**config.mk**
```make
export PLATFORM = sky130hd
export DESIGN_NAME = cordic_phase_sweeper
export DESIGN_NICKNAME = d
export VERILOG_FILES = /design/src/rtl/cordic_phase_sweeper.sv
export SDC_FILE = /design/constraint.sdc
export NUM_CORES = 1
export LEC_CHECK = 0
export CORE_UTILIZATION = 50
export DETAILED_ROUTE_END_ITERATION = 8
export PLACE_DENSITY_LB_ADDON = 0.3
export SLEW_MARGIN = 20
export SYNTH_ARGS = -nofsm -noshare
export SYNTH_HDL_FRONTEND = slang
export SYNTH_SLANG_ARGS = --single-unit
```
**constraint.sdc**
```tcl
create_clock -name CLK_50M -period 8.55 [get_ports CLK_50M]
set_clock_uncertainty 0.1 [all_clocks]
set_input_delay 2.1375 -clock CLK_50M [delete_from_list [all_inputs] [get_ports CLK_50M]]
set_output_delay 2.1375 -clock CLK_50M [all_outputs]
set_load 0.02 [all_outputs]
```
**src/rtl/cordic_phase_sweeper.sv**
```systemverilog
// Phase stimulus generator for the CORDIC core: sawtooth/triangle sweeps over 0..PHASE_MAX with valid/ready output.
// Defining CORDIC_SWEEP_ERR_MON_EN adds the err input and the running |err| peak output max_err.
module cordic_phase_sweeper #(
    parameter int unsigned PHASE_W   = 16,
    parameter int unsigned PHASE_MAX = 359,
    parameter int unsigned STEP_W    = 8,
    parameter int unsigned SWEEP_W   = 8,
    parameter int unsigned ERR_W     = 32
) (
    input  logic               CLK_50M,
    input  logic               RST_N,
    input  logic               start,
    input  logic               abort,
    input  logic               mode,
    input  logic [STEP_W-1:0]  step,
    input  logic [SWEEP_W-1:0] num_sweeps,
    output logic [PHASE_W-1:0] phase,
    output logic               phase_valid,
    input  logic               phase_ready,
    output logic               busy,
    output logic               sweep_done,
    output logic               all_done,
    output logic [SWEEP_W-1:0] sweep_cnt
`ifdef CORDIC_SWEEP_ERR_MON_EN
    ,
    input  logic signed [ERR_W-1:0] err,
    output logic [ERR_W-1:0]        max_err
`endif
);

    localparam int unsigned EXT_W = PHASE_W + 1;
    localparam logic [EXT_W-1:0] MAX_EXT   = EXT_W'(PHASE_MAX);
    localparam logic [EXT_W-1:0] RANGE_EXT = EXT_W'(PHASE_MAX + 1);

    // IDLE: wait for start | UP: rising phase | DOWN: falling phase (triangle) | DONE: all_done pulse
    typedef enum logic [1:0] {IDLE, UP, DOWN, DONE} state_t;

    state_t             state_q, state_d;
    logic [PHASE_W-1:0] phase_d;
    logic               valid_d, sweep_done_d;
    logic [SWEEP_W-1:0] cnt_d, cnt_inc;
    logic               mode_q, mode_d;
    logic [STEP_W-1:0]  step_q, step_d;
    logic [SWEEP_W-1:0] num_q, num_d;
    logic [EXT_W-1:0]   step_ext, sum, wrap, diff;
    logic               accept, complete, start_ok;

    always_ff @(posedge CLK_50M or negedge RST_N) begin
        if (!RST_N) begin
            state_q     <= IDLE;
            phase       <= '0;
            phase_valid <= 1'b0;
            sweep_done  <= 1'b0;
            sweep_cnt   <= '0;
            mode_q      <= 1'b0;
            step_q      <= STEP_W'(1);
            num_q       <= '0;
        end else begin
            state_q     <= state_d;
            phase       <= phase_d;
            phase_valid <= valid_d;
            sweep_done  <= sweep_done_d;
            sweep_cnt   <= cnt_d;
            mode_q      <= mode_d;
            step_q      <= step_d;
            num_q       <= num_d;
        end
    end

    assign accept   = phase_valid && phase_ready;
    assign start_ok = (state_q == IDLE) && start && !abort;
    assign step_ext = EXT_W'(step_q);
    assign sum      = {1'b0, phase} + step_ext;
    assign wrap     = sum - RANGE_EXT;
    assign diff     = {1'b0, phase} - step_ext;
    assign cnt_inc  = (&sweep_cnt) ? sweep_cnt : sweep_cnt + SWEEP_W'(1);

    always_comb begin
        state_d      = state_q;
        phase_d      = phase;
        valid_d      = phase_valid;
        sweep_done_d = 1'b0;
        cnt_d        = sweep_cnt;
        mode_d       = mode_q;
        step_d       = step_q;
        num_d        = num_q;
        complete     = 1'b0;

        case (state_q)
            IDLE: begin
                if (start_ok) begin
                    mode_d  = mode;
                    step_d  = (step == '0) ? STEP_W'(1) : step;
                    num_d   = num_sweeps;
                    cnt_d   = '0;
                    phase_d = '0;
                    valid_d = 1'b1;
                    state_d = UP;
                end
            end
            UP: begin
                if (accept) begin
                    if (!mode_q) begin
                        if (sum <= MAX_EXT) begin
                            phase_d = sum[PHASE_W-1:0];
                        end else begin
                            phase_d  = wrap[PHASE_W-1:0];
                            complete = 1'b1;
                        end
                    end else if (sum >= MAX_EXT) begin
                        phase_d = PHASE_W'(PHASE_MAX);
                        state_d = DOWN;
                    end else begin
                        phase_d = sum[PHASE_W-1:0];
                    end
                end
            end
            DOWN: begin
                if (accept) begin
                    if ({1'b0, phase} <= step_ext) begin
                        phase_d  = '0;
                        complete = 1'b1;
                        state_d  = UP;
                    end else begin
                        phase_d = diff[PHASE_W-1:0];
                    end
                end
            end
            DONE: begin
                valid_d = 1'b0;
                state_d = IDLE;
            end
            default: state_d = IDLE;
        endcase

        if (complete) begin
            sweep_done_d = 1'b1;
            cnt_d        = cnt_inc;
            if ((num_q != '0) && (cnt_inc == num_q)) begin
                state_d = DONE;
                valid_d = 1'b0;
            end
        end

        // Abort overrides everything except the completed-sweep count.
        if (abort && (state_q != IDLE)) begin
            state_d      = IDLE;
            valid_d      = 1'b0;
            phase_d      = '0;
            sweep_done_d = 1'b0;
            cnt_d        = sweep_cnt;
        end
    end

    assign busy     = (state_q != IDLE);
    assign all_done = (state_q == DONE);

`ifdef CORDIC_SWEEP_ERR_MON_EN
    localparam logic [ERR_W-1:0] ERR_POS_MAX = {1'b0, {(ERR_W-1){1'b1}}};
    logic [ERR_W-1:0] err_mag;

    always_comb begin
        err_mag = $unsigned(err);
        if (err == $signed({1'b1, {(ERR_W-1){1'b0}}}))
            err_mag = ERR_POS_MAX;
        else if (err < 0)
            err_mag = $unsigned(-err);
    end

    always_ff @(posedge CLK_50M or negedge RST_N) begin
        if (!RST_N)
            max_err <= '0;
        else if (start_ok)
            max_err <= '0;
        else if (accept && !abort && (err_mag > max_err))
            max_err <= err_mag;
    end
`endif

endmodule

```
==> results of run 1 <==
worst max-delay path by stage:
stage	start	endpoint	slack [ns]	cells past startpoint
CTS	abort	phase[9]	3.18	11
global placement	abort	phase[9]	3.05	11
global route	abort	phase[9]	3.27	11
detailed placement	abort	phase[9]	2.90	11
floorplan	start	phase[10]	4.33	11
finish	abort	phase[9]	3.50	11
cells by family after synthesis:
group	Yosys count	share of synthesized area
AO/OA/AOI/OAI	160	0.277
XOR/XNOR	19	0.0399
adder cells (fa/ha/maj)	25	0.0786
buffers and inverters	51	0.0480
flip-flops	45	0.270
multiplexers	16	0.0441
AND/OR/NAND/NOR	204	0.242
through the flow:
stage	hold slack, ns	power, mW
2_1_floorplan	0.369	0.952
3_3_place_gp	0.388	1.16
3_5_place_dp	0.405	1.19
4_1_cts	0.419	1.40
5_1_grt	0.453	1.51
6_report	0.413	1.41
power by group:
group | internal, mW | total [mW] | switching (mW)
Sequential | 0.270 | 0.340 | 0.0693
Clock | 0.118 | 0.204 | 0.0864
Combinational | 0.328 | 0.869 | 0.541
worst reg2reg max path, cell delays in order (launching register included):
cell and delay, ns:
dfstp_2 0.55, ha_1 0.16, inv_1 0.05, fa_1 0.46
nor2_1 0.21, o311ai_1 0.20, a31oi_1 0.72, nand2_1 0.28
mux2i_4 0.31, a311oi_4 0.48, a21oi_4 0.15, nor2_4 0.21
inv_2 0.06, a221o_1 0.32
area by class of cell:
cell class,count,area [um^2],share of cell area
multi-input cells,424,2840,0.587
repair buffers,50,495,0.102
clock inverters,3,68.8,0.0142
inverters,29,109,0.0225
clock buffers,5,68.8,0.0142
flip-flops and latches,45,1130,0.233
well taps,102,128,0.0264
cells in the mapped netlist, types with 3 or more instances:
master,number
a21o_1,9
a21oi_1,34
a22oi_1,4
a31oi_1,5
and2_1,5
and3_1,6
buf_1,3
clkbuf_1,17
dfrtp_1,44
ha_1,23
inv_1,28
mux2_2,9
mux2i_1,6
nand2_1,55
nand2b_1,6
nand3_1,20
nor2_1,53
nor2b_1,9
nor3_1,17
nor3b_1,4
nor4_1,8
o2111ai_1,3
o21a_1,5
o21ai_0,44
o21bai_1,4
o221ai_1,3
o22ai_1,3
o31ai_2,3
o32ai_1,3
or3_1,5
xnor2_1,14
xor2_1,5
registers in the layout, indices dropped and copies added, names as in the netlist:
name         count
phase           16
sweep_cnt        8
sweep_done       1
state_q          2
phase_valid      1
num_q            8
step_q           8
mode_q           1
routing by layer:
metal | share of wire | global-route usage | vias up | wire, um
met4 | 0.032 | 0.118 | 0 | 377
met1 | 0.44 | 0.377 | 1939 | 5170
met3 | 0.061 | 0.0390 | 30 | 717
met2 | 0.46 | 0.446 | 197 | 5440
li1 | - | - | 1962 | -
met5 | 0 | 0 | - | 0
==> impl_metrics.py, run 1 <==
metrics = {
    "timing": {
        "drv_slew": 0,
        "maxSlewHeadroom": 0.462,
        "final-setup-viol-count": 0,
        "finalHoldViolCount": 0,
        "fin_setup_tns_ns": 0,
        "rsz0062_at_grt": "false",
        "fin_ws_ns": 3.50,
        "fin_crit_sh": 0.590,
        "fmax_mhz": 198,
        "tightest_slew_ns": 0.803,
        "min_period_ns": 5.05,
    },
    "floorplanning": {
        "core_area_um2": 7890,
        "placementRows": 32,
        "dieArea_um2": 8710,
        "dieHeight_um": 93.3,
        "fp.dieW_um": 93.3,
        "io_pins": 50,
        "initial_core_util": 0.529,
    },
    "synth": {
        "synth_cells": 520,
        "synth_top_cell_by_area": "dfrtp_1",
        "syn_area_um2": 4170,
        "yosysSeqAreaShare": 0.270,
        "syn_nets": 567,
        "ys.flop_type": "dfrtp_1",
        "yosysWarnings": 0,
        "synthTopCellsByArea": "dfrtp_1 (26%), ha_1 (6.9%), o21ai_0 (5.3%)",
        "synthArstFlopShare": 1.00,
        "ys_seq_elements": 45,
        "netlist.area_leader.share": 0.264,
        "synth-edff-count": 0,
        "ys_types": 84,
        "avgSynthCellArea_um2": 8.02,
    },
    "finish": {
        "nets": 602,
        "fillers": 698,
        "layout.cells.non_filler": 658,
        "layout_common_cells": "nand2_1 (55), nor2_1 (53), clkdlybuf4s50_1 (48)",
        "final_util": 0.614,
        "drive_gt1_frac": 0.0809,
        "final_area_um2": 4840,
        "n_antenna_cell": 0,
        "final_common_cell": "nand2_1",
        "syn_to_final_growth_pct": 16.1,
    },
    "placed_design": {
        "dp.cells": 650,
        "dp_hpwl_mm": 8.70,
        "pre_cts_ws_ns": 2.90,
        "gp_congestion": 0.877,
        "place_area_um2": 4700,
        "port_buffers": 49,
    },
    "min_path": {
        "worstHoldStart": "step_q[0]",
        "hold_path.class": "register to register",
        "holdPathEnd": "step_q[0]",
        "min_path_cells": 2,
    },
    "critical_path": {
        "worstSetupPathType": "input port to register",
        "reg2regPathDepth": 13,
        "path_cells": "clkdlybuf4s50_1, nor2b_1, and2_2, o22ai_1, buf_4, nor2_1, nand3_1, nor4_1, a21oi_1, o41ai_1, a41o_1",
        "r2r-end": "sweep_cnt[6]",
        "crit_fanout": 27,
        "endpoint_kind": "register",
        "slowest_delay_ns": 0.57,
        "worstPathArrival_ns": 5.21,
        "cp_top_family": "simple AND/OR/NAND/NOR gates",
        "r2r_slack_ns": 4.19,
        "path_buf_inv": 2,
        "cp-start-kind": "input port",
        "reg2reg_from": "step_q[0]",
        "crit_path_top_delay_cell": "and2_2",
        "worst-endpoint-required_ns": 8.71,
    },
    "routing": {
        "route.detailed.drc": 0,
        "ant_nets": 0,
        "viasPerCell": 6.27,
        "vias": 4128,
        "dr.pass1.iters": 5,
        "dr.first_iter.drc_count": 409,
        "drt_wl_total_mm": 11.7,
        "wl_per_cell_um": 17.8,
    },
    "outcome": {
        "status": "completed",
    },
    "clock_network": {
        "h-tree-depth": 2,
        "cts_tree": "yes",
        "cts_root_buf": "clkbuf_8",
        "cts_resized": 0,
        "insertion_delay_ns": 0.32,
        "cts.sinks": 45,
        "clockBufferDepth": 2,
        "cts_buffers": 5,
        "post_cts_buffers": 0,
        "cts.clk_slew.worst_paths_ns": 0.10,
        "cts_hold_buf": 0,
    },
    "global_routing": {
        "gr-total-overflow": 0,
        "grtUsageTotal": 0.279,
        "antenna_found_initial": 0,
        "grt_pass1_vias": 3860,
        "grt_max_degree": 46,
        "grt_pass1_wl_mm": 19.1,
    },
    "power": {
        "p_per_area_nw_per_um2": 292,
        "power.leakage_nw": 2.03,
        "vdd_drop_max_mv": 0.173,
    },
    "job": {
        "cap_violations": 0,
    },
}
No activity file was read; power rests on OpenSTA's default activity.
==> run 2, diff against run 1 <==
clock period = 4.9 ns   (was 8.55 ns; I/O delays follow)
==> impl_metrics.py, run 2 (same netlist as run 1, synthesis figures left out) <==
metrics = {
    "outcome": {
        "status": "completed",
    },
    "routing": {
        "vias": 4132,
        "route.detailed.drc": 0,
        "drt_wl_total_mm": 11.4,
        "dr.pass1.iters": 5,
        "wl_per_cell_um": 17.2,
        "dr.first_iter.drc_count": 276,
        "ant_nets": 0,
        "viasPerCell": 6.25,
    },
    "placed_design": {
        "place_area_um2": 4720,
        "gp_congestion": 0.994,
        "pre_cts_ws_ns": 0.930,
        "dp_hpwl_mm": 8.55,
        "port_buffers": 49,
    },
    "timing": {
        "fin_ws_ns": 0.835,
        "fmax_mhz": 246,
        "min_period_ns": 4.07,
        "drv_slew": 0,
        "finalHoldViolCount": 0,
        "maxSlewHeadroom": 0.579,
        "fin_crit_sh": 0.830,
        "tightest_slew_ns": 0.631,
        "fin_setup_tns_ns": 0,
        "rsz0062_at_grt": "false",
        "final-setup-viol-count": 0,
    },
    "floorplanning": {
        "core_area_um2": 7890,
        "placementRows": 32,
        "io_pins": 50,
        "dieHeight_um": 93.3,
        "dieArea_um2": 8710,
        "initial_core_util": 0.529,
        "fp.dieW_um": 93.3,
    },
    "finish": {
        "layout_common_cells": "nand2_1 (55), nor2_1 (53), clkdlybuf4s50_1 (48)",
        "top_register": "phase",
        "final_area_um2": 4820,
        "nets": 605,
        "largest_reg_flops": 16,
        "syn_to_final_growth_pct": 15.5,
        "drive_gt1_frac": 0.0823,
        "n_antenna_cell": 0,
        "final_common_cell": "nand2_1",
        "fillers": 714,
    },
    "clock_network": {
        "cts_buffers": 5,
        "cts_resized": 0,
        "post_cts_buffers": 0,
        "cts_root_buf": "clkbuf_8",
        "insertion_delay_ns": 0.31,
        "cts_tree": "yes",
        "h-tree-depth": 2,
        "clockBufferDepth": 2,
        "cts.sinks": 45,
        "cts_hold_buf": 0,
        "cts.clk_slew.worst_paths_ns": 0.09,
    },
    "min_path": {
        "hold_path.class": "register to register",
        "min_path_cells": 2,
    },
    "power": {
        "power.leakage_nw": 2.02,
        "p_per_area_nw_per_um2": 487,
        "power_mw": 2.35,
        "vdd_drop_max_mv": 0.283,
    },
    "global_routing": {
        "antenna_found_initial": 0,
        "grtUsageTotal": 0.271,
        "grt_pass1_vias": 3866,
        "grt_pass1_wl_mm": 18.8,
        "grt_max_degree": 46,
        "gr-total-overflow": 0,
    },
    "critical_path": {
        "path_cells": "ha_1, inv_1, fa_1, o21bai_1, a21oi_1, xnor2_1, nor3b_1, nand2_1, or3_1, a31oi_4, nand2b_4, o21ai_0",
        "reg2regPathDepth": 12,
        "crit_cells": 12,
        "worstSetupPathType": "register to register",
        "crit_path_top_delay_cell": "dfstp_2",
        "crit_fanout": 8,
        "cp-start-kind": "register",
        "worstPathArrival_ns": 4.12,
        "slowest_delay_ns": 0.55,
        "cp_top_family": "simple AND/OR/NAND/NOR gates",
        "path_buf_inv": 1,
        "endpoint_kind": "register",
        "worst-endpoint-required_ns": 4.96,
    },
    "job": {
        "cap_violations": 0,
    },
}
==> run 2: path summary, 6_finish.rpt <==
kind / slack (ns) / endpoint / startpoint
setup / recovery: 0.83 / phase[3] / step_q[0]
min in group asynchronous: 0.81 / phase[13] / RST_N
setup reg to reg: 0.83 / phase[3] / step_q[0]
max in group asynchronous: 3.46 / phase[6] / RST_N
hold reg to reg: 0.40 / step_q[0] / step_q[0]
hold / removal: 0.40 / step_q[0] / step_q[0]
==> run 2: worst reg2reg max path, delay by kind of cell (launching register included) <==
| family | cells | cell delay, ns |
|---|---|---|
| adder cells (fa/ha/maj) | 2 | 0.62 |
| buffers and inverters | 1 | 0.06 |
| flip-flops | 1 | 0.55 |
| AO/OA/AOI/OAI | 4 | 0.83 |
| AND/OR/NAND/NOR | 4 | 1.46 |
| XOR/XNOR | 1 | 0.32 |
==> run 2: report_power, final <==
part	leakage, nW	internal (mW)	switching, mW	total [mW]
sequential	0.591	0.472	0.116	0.588
clock	0.0445	0.115	0.136	0.251
combinational	1.39	0.582	0.926	1.51
total	2.02	1.17	1.18	2.35
==> run 2: layout make-up <==
class / instances / area (um^2) / share of cell area
well taps: 102 / 128 / 0.0265
flip-flops and latches: 45 / 1130 / 0.234
repair buffers: 53 / 518 / 0.108
clock buffers: 7 / 86.3 / 0.0179
multi-input cells: 424 / 2840 / 0.590
clock inverters: 1 / 7.51 / 0.00156
inverters: 29 / 109 / 0.0226
==> run 2: stage by stage <==
step | hold WS [ns] | instances | utilization
floorplan | 0.369 | 520 | -
CTS | 0.408 | 661 | 0.611
global placement | 0.382 | 653 | 0.599
global route | 0.417 | 661 | 0.611
finish | 0.403 | 661 | 0.611
detailed placement | 0.394 | 653 | 0.599
==> run 2: per-layer routing <==
metal  vias to the layer above  track usage  wire [um]
li1                       1962            -          -
met1                      1965        0.360       5060
met2                       183        0.439       5360
met4                         0        0.105        225
met5                         -            0          0
met3                        22       0.0455        713
